`src/rtl/sw_seq_feeder.sv`:
```
// Host-side feeder that streams a reference/query sequence pair into the Smith-Waterman
// accelerator and latches its result. Define SW_FEEDER_TIMEOUT_EN to bound the WAIT state.
module sw_seq_feeder #(
    parameter int WIDTH_SCORE     = 8,
    parameter int WIDTH_POS_REF   = 7,
    parameter int WIDTH_POS_QUERY = 6,
    parameter int LEN_REF         = 64,
    parameter int LEN_QUERY       = 48,
    parameter int TIMEOUT_CYCLES  = 4095
) (
    input  logic                       clk,
    input  logic                       reset,
    input  logic                       wr_en,
    input  logic                       wr_sel,
    input  logic [5:0]                 wr_addr,
    input  logic [1:0]                 wr_data,
    input  logic                       start,
    output logic                       busy,
    output logic                       valid,
    output logic [1:0]                 data_ref,
    output logic [1:0]                 data_query,
    input  logic                       finish,
    input  logic [WIDTH_SCORE-1:0]     max,
    input  logic [WIDTH_POS_REF-1:0]   pos_ref,
    input  logic [WIDTH_POS_QUERY-1:0] pos_query,
    output logic                       done,
    output logic [WIDTH_SCORE-1:0]     res_max,
    output logic [WIDTH_POS_REF-1:0]   res_pos_ref,
    output logic [WIDTH_POS_QUERY-1:0] res_pos_query,
    output logic                       timeout
);

    typedef enum logic [1:0] {IDLE, SEND, WAIT, DONE} state_t;

    localparam int CW = $clog2(LEN_REF);
    localparam logic [CW-1:0] CNT_LAST     = CW'(LEN_REF - 1);
    localparam logic [CW:0]   QRY_RD_LIM   = (CW + 1)'(LEN_QUERY);
    localparam logic [6:0]    REF_WR_LIM   = 7'(LEN_REF);
    localparam logic [6:0]    QRY_WR_LIM   = 7'(LEN_QUERY);

    logic [1:0] ref_mem [LEN_REF];
    logic [1:0] qry_mem [LEN_QUERY];

    state_t                     state_reg, state_next;
    logic [CW-1:0]              cnt_reg, cnt_next;
    logic                       timeout_hit;
    logic                       valid_reg;
    logic [1:0]                 data_ref_reg, data_query_reg;
    logic [WIDTH_SCORE-1:0]     res_max_reg;
    logic [WIDTH_POS_REF-1:0]   res_pos_ref_reg;
    logic [WIDTH_POS_QUERY-1:0] res_pos_query_reg;

`ifdef SW_FEEDER_TIMEOUT_EN
    localparam logic [11:0] TMO_LAST = 12'(TIMEOUT_CYCLES - 1);
    logic [11:0] tmo_cnt_reg;
    logic        timeout_reg;
`endif

    // Host writes only land while idle; query addresses past the sequence length are dropped.
    always_ff @(posedge clk) begin
        if (wr_en && state_reg == IDLE) begin
            if (!wr_sel && {1'b0, wr_addr} < REF_WR_LIM)
                ref_mem[wr_addr] <= wr_data;
            if (wr_sel && {1'b0, wr_addr} < QRY_WR_LIM)
                qry_mem[wr_addr] <= wr_data;
        end
    end

    always_ff @(posedge clk) begin
        if (reset) begin
            state_reg <= IDLE;
            cnt_reg   <= '0;
        end else begin
            state_reg <= state_next;
            cnt_reg   <= cnt_next;
        end
    end

    always_comb begin
        state_next  = state_reg;
        cnt_next    = cnt_reg;
        timeout_hit = 1'b0;
        case (state_reg)
            IDLE: begin
                if (start) begin
                    state_next = SEND;
                    cnt_next   = '0;
                end
            end
            SEND: begin
                cnt_next = cnt_reg + 1'b1;
                if (cnt_reg == CNT_LAST)
                    state_next = WAIT;
            end
            WAIT: begin
                if (finish) begin
                    state_next = DONE;
                end
`ifdef SW_FEEDER_TIMEOUT_EN
                else if (tmo_cnt_reg == TMO_LAST) begin
                    state_next  = DONE;
                    timeout_hit = 1'b1;
                end
`endif
            end
            DONE:    state_next = IDLE;
            default: state_next = IDLE;
        endcase
    end

    // Beat outputs are the registered memory read; query lane goes quiet past its length.
    always_ff @(posedge clk) begin
        if (reset) begin
            valid_reg      <= 1'b0;
            data_ref_reg   <= '0;
            data_query_reg <= '0;
        end else begin
            valid_reg      <= 1'b0;
            data_ref_reg   <= '0;
            data_query_reg <= '0;
            if (state_reg == SEND) begin
                valid_reg    <= 1'b1;
                data_ref_reg <= ref_mem[cnt_reg];
                if ({1'b0, cnt_reg} < QRY_RD_LIM)
                    data_query_reg <= qry_mem[cnt_reg];
            end
        end
    end

    always_ff @(posedge clk) begin
        if (reset) begin
            res_max_reg       <= '0;
            res_pos_ref_reg   <= '0;
            res_pos_query_reg <= '0;
        end else if (state_reg == WAIT && finish) begin
            res_max_reg       <= max;
            res_pos_ref_reg   <= pos_ref;
            res_pos_query_reg <= pos_query;
        end else if (timeout_hit) begin
            res_max_reg       <= '0;
            res_pos_ref_reg   <= '0;
            res_pos_query_reg <= '0;
        end
    end

`ifdef SW_FEEDER_TIMEOUT_EN
    always_ff @(posedge clk) begin
        if (reset) begin
            tmo_cnt_reg <= '0;
            timeout_reg <= 1'b0;
        end else begin
            if (state_reg != WAIT)
                tmo_cnt_reg <= '0;
            else
                tmo_cnt_reg <= tmo_cnt_reg + 1'b1;
            if (state_reg == IDLE && start)
                timeout_reg <= 1'b0;
            else if (timeout_hit)
                timeout_reg <= 1'b1;
        end
    end
    assign timeout = timeout_reg;
`else
    assign timeout = 1'b0;
`endif

    assign busy          = (state_reg != IDLE);
    assign done          = (state_reg == DONE);
    assign valid         = valid_reg;
    assign data_ref      = data_ref_reg;
    assign data_query    = data_query_reg;
    assign res_max       = res_max_reg;
    assign res_pos_ref   = res_pos_ref_reg;
    assign res_pos_query = res_pos_query_reg;

endmodule

```
`config.mk`:
```
export PLATFORM = sky130hd
export DESIGN_NAME = sw_seq_feeder
export DESIGN_NICKNAME = d
export VERILOG_FILES = /design/src/rtl/sw_seq_feeder.sv
export SDC_FILE = /design/constraint.sdc
export NUM_CORES = 1
export LEC_CHECK = 0
export CAP_MARGIN = 20
export CELL_PAD_IN_SITES_DETAIL_PLACEMENT = 2
export CELL_PAD_IN_SITES_GLOBAL_PLACEMENT = 2
export CORE_UTILIZATION = 43
export DETAILED_ROUTE_END_ITERATION = 6
export PLACE_DENSITY = 0.76
export SYNTH_ARGS = -nofsm -noshare
export SYNTH_HDL_FRONTEND = slang
export SYNTH_SLANG_ARGS = --single-unit
```
`constraint.sdc`:
```
create_clock -name clk -period 2.7 [get_ports clk]
set_input_delay 0.27 -clock clk [delete_from_list [all_inputs] [get_ports clk]]
set_output_delay 0.27 -clock clk [all_outputs]
set_load 0.05 [all_outputs]
```
==> impl_metrics.tcl <==
set metrics [dict create \
    final_cell_count_no_fill 1142 \
    antenna_found_initial 0 \
    register_area_sq_um 7413 \
    yosysSeqAreaShare_pct 69.03 \
    place.gp.congestion 0.7820 \
    grt_pass1_vias 7349 \
    htree_levels 1 \
    die_y_um 160.0 \
    grt_pass1_wl_um 48960 \
    finalWirelength_um 32260 \
    p_leak_nw 3.970 \
    clockBufferDepth 3 \
    fillers 2207 \
    finalCriticalPeriod_ps 2544 \
    io_pins 64 \
    max_cap_violations 0 \
    nets 838 \
    grt_max_degree 113 \
    r2r_cells 6 \
    ant_nets 0 \
    min_path_type "in2reg" \
    routed-wl-met2_um 16670 \
    met1Wirelength_um 13080 \
    diodes 0 \
    status "complete, no violations" \
    tns_ps 0 \
    layout-drive-gt1-share_pct 16.26 \
    dp_hpwl_um 20530 \
    synth-async-reset-ratio_pct 0 \
    grt.total_usage_pct 25.92 \
    multi_input_area_sq_um 3018 \
    yosysTopAreaCell "edfxtp_1" \
    placed_cells 1091 \
    ir_drop_uv 452.6 \
    cp-end-kind "output port" \
    synthFlopType "edfxtp_1" \
    dr.pass1.iters 6 \
    power.density_nw_per_um2 768.6 \
    cts_tree "yes" \
    final_common_cell "edfxtp_1" \
    clkLatencyLatePin_ps 560 \
    cts_hold_buf 0 \
    post-route-period-util_pct 94.22 \
    gr-total-overflow 0 \
    layout_common_cells "edfxtp_1 (224), nor2_1 (126), clkdlybuf4s50_1 (60)" \
    cts_sinks 258 \
    yosysWarningCount 0 \
    crit_type "reg2out" \
    cp-start-kind "flop" \
    largest_reg_flops 128 \
    utilization_pct 52.13 \
    arrival_ps 2270 \
    maxUsedRoutingLayer "met4" \
    avgSynthCellArea_sq_um 14.90 \
    wl_per_cell_um 28.25 \
    layout-area-overhead-vs-synth_pct 18.50 \
    slew_headroom_pct 43.77 \
    cts-root-buf "clkbuf_16" \
    rsz0062_at_grt "no" \
    port_buffers 62 \
    post_cts_buffers 0 \
    synthCells 720 \
    drt-vias-per-instance 5.819 \
    cts_resized 0 \
    critPathMaxFanout 5 \
    finalSetupViolations 0 \
    synth_nets 761 \
    worstPathRequired_ps 2430 \
    netlist_area_sq_um 10730 \
    start_util_pct 43.99 \
    cts_buffers 28 \
    hold_depth 2 \
    drc 0 \
    ys_ff_latch 258 \
    final_max_slew_viol_count 0 \
    hold_viol_final 0 \
    dieWidth_um 160.0 \
    finClkSkew_ps 25.64 \
    wl_met3_um 1726 \
    clk_pin_slew_worst_paths_ps 60 \
    core_region_area_sq_um 24390 \
    vias 6645 \
    tightest_slew_ps 834.6 \
    rows 57 \
    clock.fmax_mhz 393.1 \
    synth_top_area_share_pct 62.69 \
    synth_cell_types 48 \
    drt_iter0_markers 434 \
    die_area_sq_um 25590 \
    synth-edff-count 224 \
    synthTopCellsByArea "edfxtp_1 (63%), mux4_2 (9.0%), dfxtp_1 (6.3%)" \
]
==> through the flow <==
step / area (sq um) / hold WS [ps] / power (mW) / worst slack (ps)
finish: 12720 / 284.2 / 9.773 / 156.1
global route: 12720 / 295.2 / 10.09 / 34.16
CTS: 12720 / 272.4 / 9.857 / 100.2
detailed placement: 11850 / 459.2 / 6.162 / 228.9
global placement: 11850 / 443.2 / 6.073 / 395.3
floorplan: 10730 / 367.8 / 5.603 / 814.4
==> path summary, 6_finish.rpt <==
kind / end / from / slack (ps)
worst max-delay path: busy / state_reg[0] / 160
worst min-delay path: ref_mem[47][0] / wr_data[0] / 280
worst max register to register: data_query[1] / cnt_reg[3] / 180
worst min register to register: res_max[5] / res_max[5] / 460
==> synth_stat cells, drive strengths merged (3+ instances only) <==
master,count
edfxtp,224
nor2,126
nand2,59
mux4,47
clkbuf,37
dfxtp,34
mux2i,33
a21oi,24
buf,17
nand3,14
or3,10
inv,9
nand3b,9
a221oi,7
o21ai,7
ha,6
nand2b,6
and2,5
or3b,5
a22oi,4
o211ai,4
a221o,3
and3,3
mux2,3
nor2b,3
==> critical path: stages (launching register included) <==
cell and delay (ps):
dfxtp_1 370, inv_1 110, ha_1 340, inv_1 110, clkdlybuf4s50_1 810
==> cells by family (layout without fill, tap and decap cells) <==
family / count (synthesis) / count (layout) / share of synthesized area, %
compound gates: 65 / 65 / 4.081
fa+ha+maj: 6 / 6 / 0.6996
buf+inv: 64 / 162 / 2.845
flops: 258 / 258 / 69.03
mux: 83 / 83 / 13.40
other cells: 1 / 1 / 0.03495
simple gates: 243 / 243 / 9.911
==> metal layers <==
metal	GRT usage, %	vias to the layer above
li1	-	2857
met1	33.04	3491
met2	45.30	246
met3	4.649	51
met4	7.403	0
met5	0	-
==> final cells by class <==
cell class / instances / share of cell area [%]
Tap cell: 324 / 3.188
Clock inverter: 19 / 1.161
Timing Repair Buffer: 101 / 7.695
Multi-Input combinational cell: 398 / 23.73
Inverter: 10 / 0.2952
Clock buffer: 32 / 5.628
Sequential cell: 258 / 58.30
==> report_power, final <==
part,internal (mW),switching [mW]
Clock,2.08,1.60
Sequential,4.41,0.111
Combinational,0.627,0.938
Total,7.12,2.65
Power figures use the tool's default switching activity.
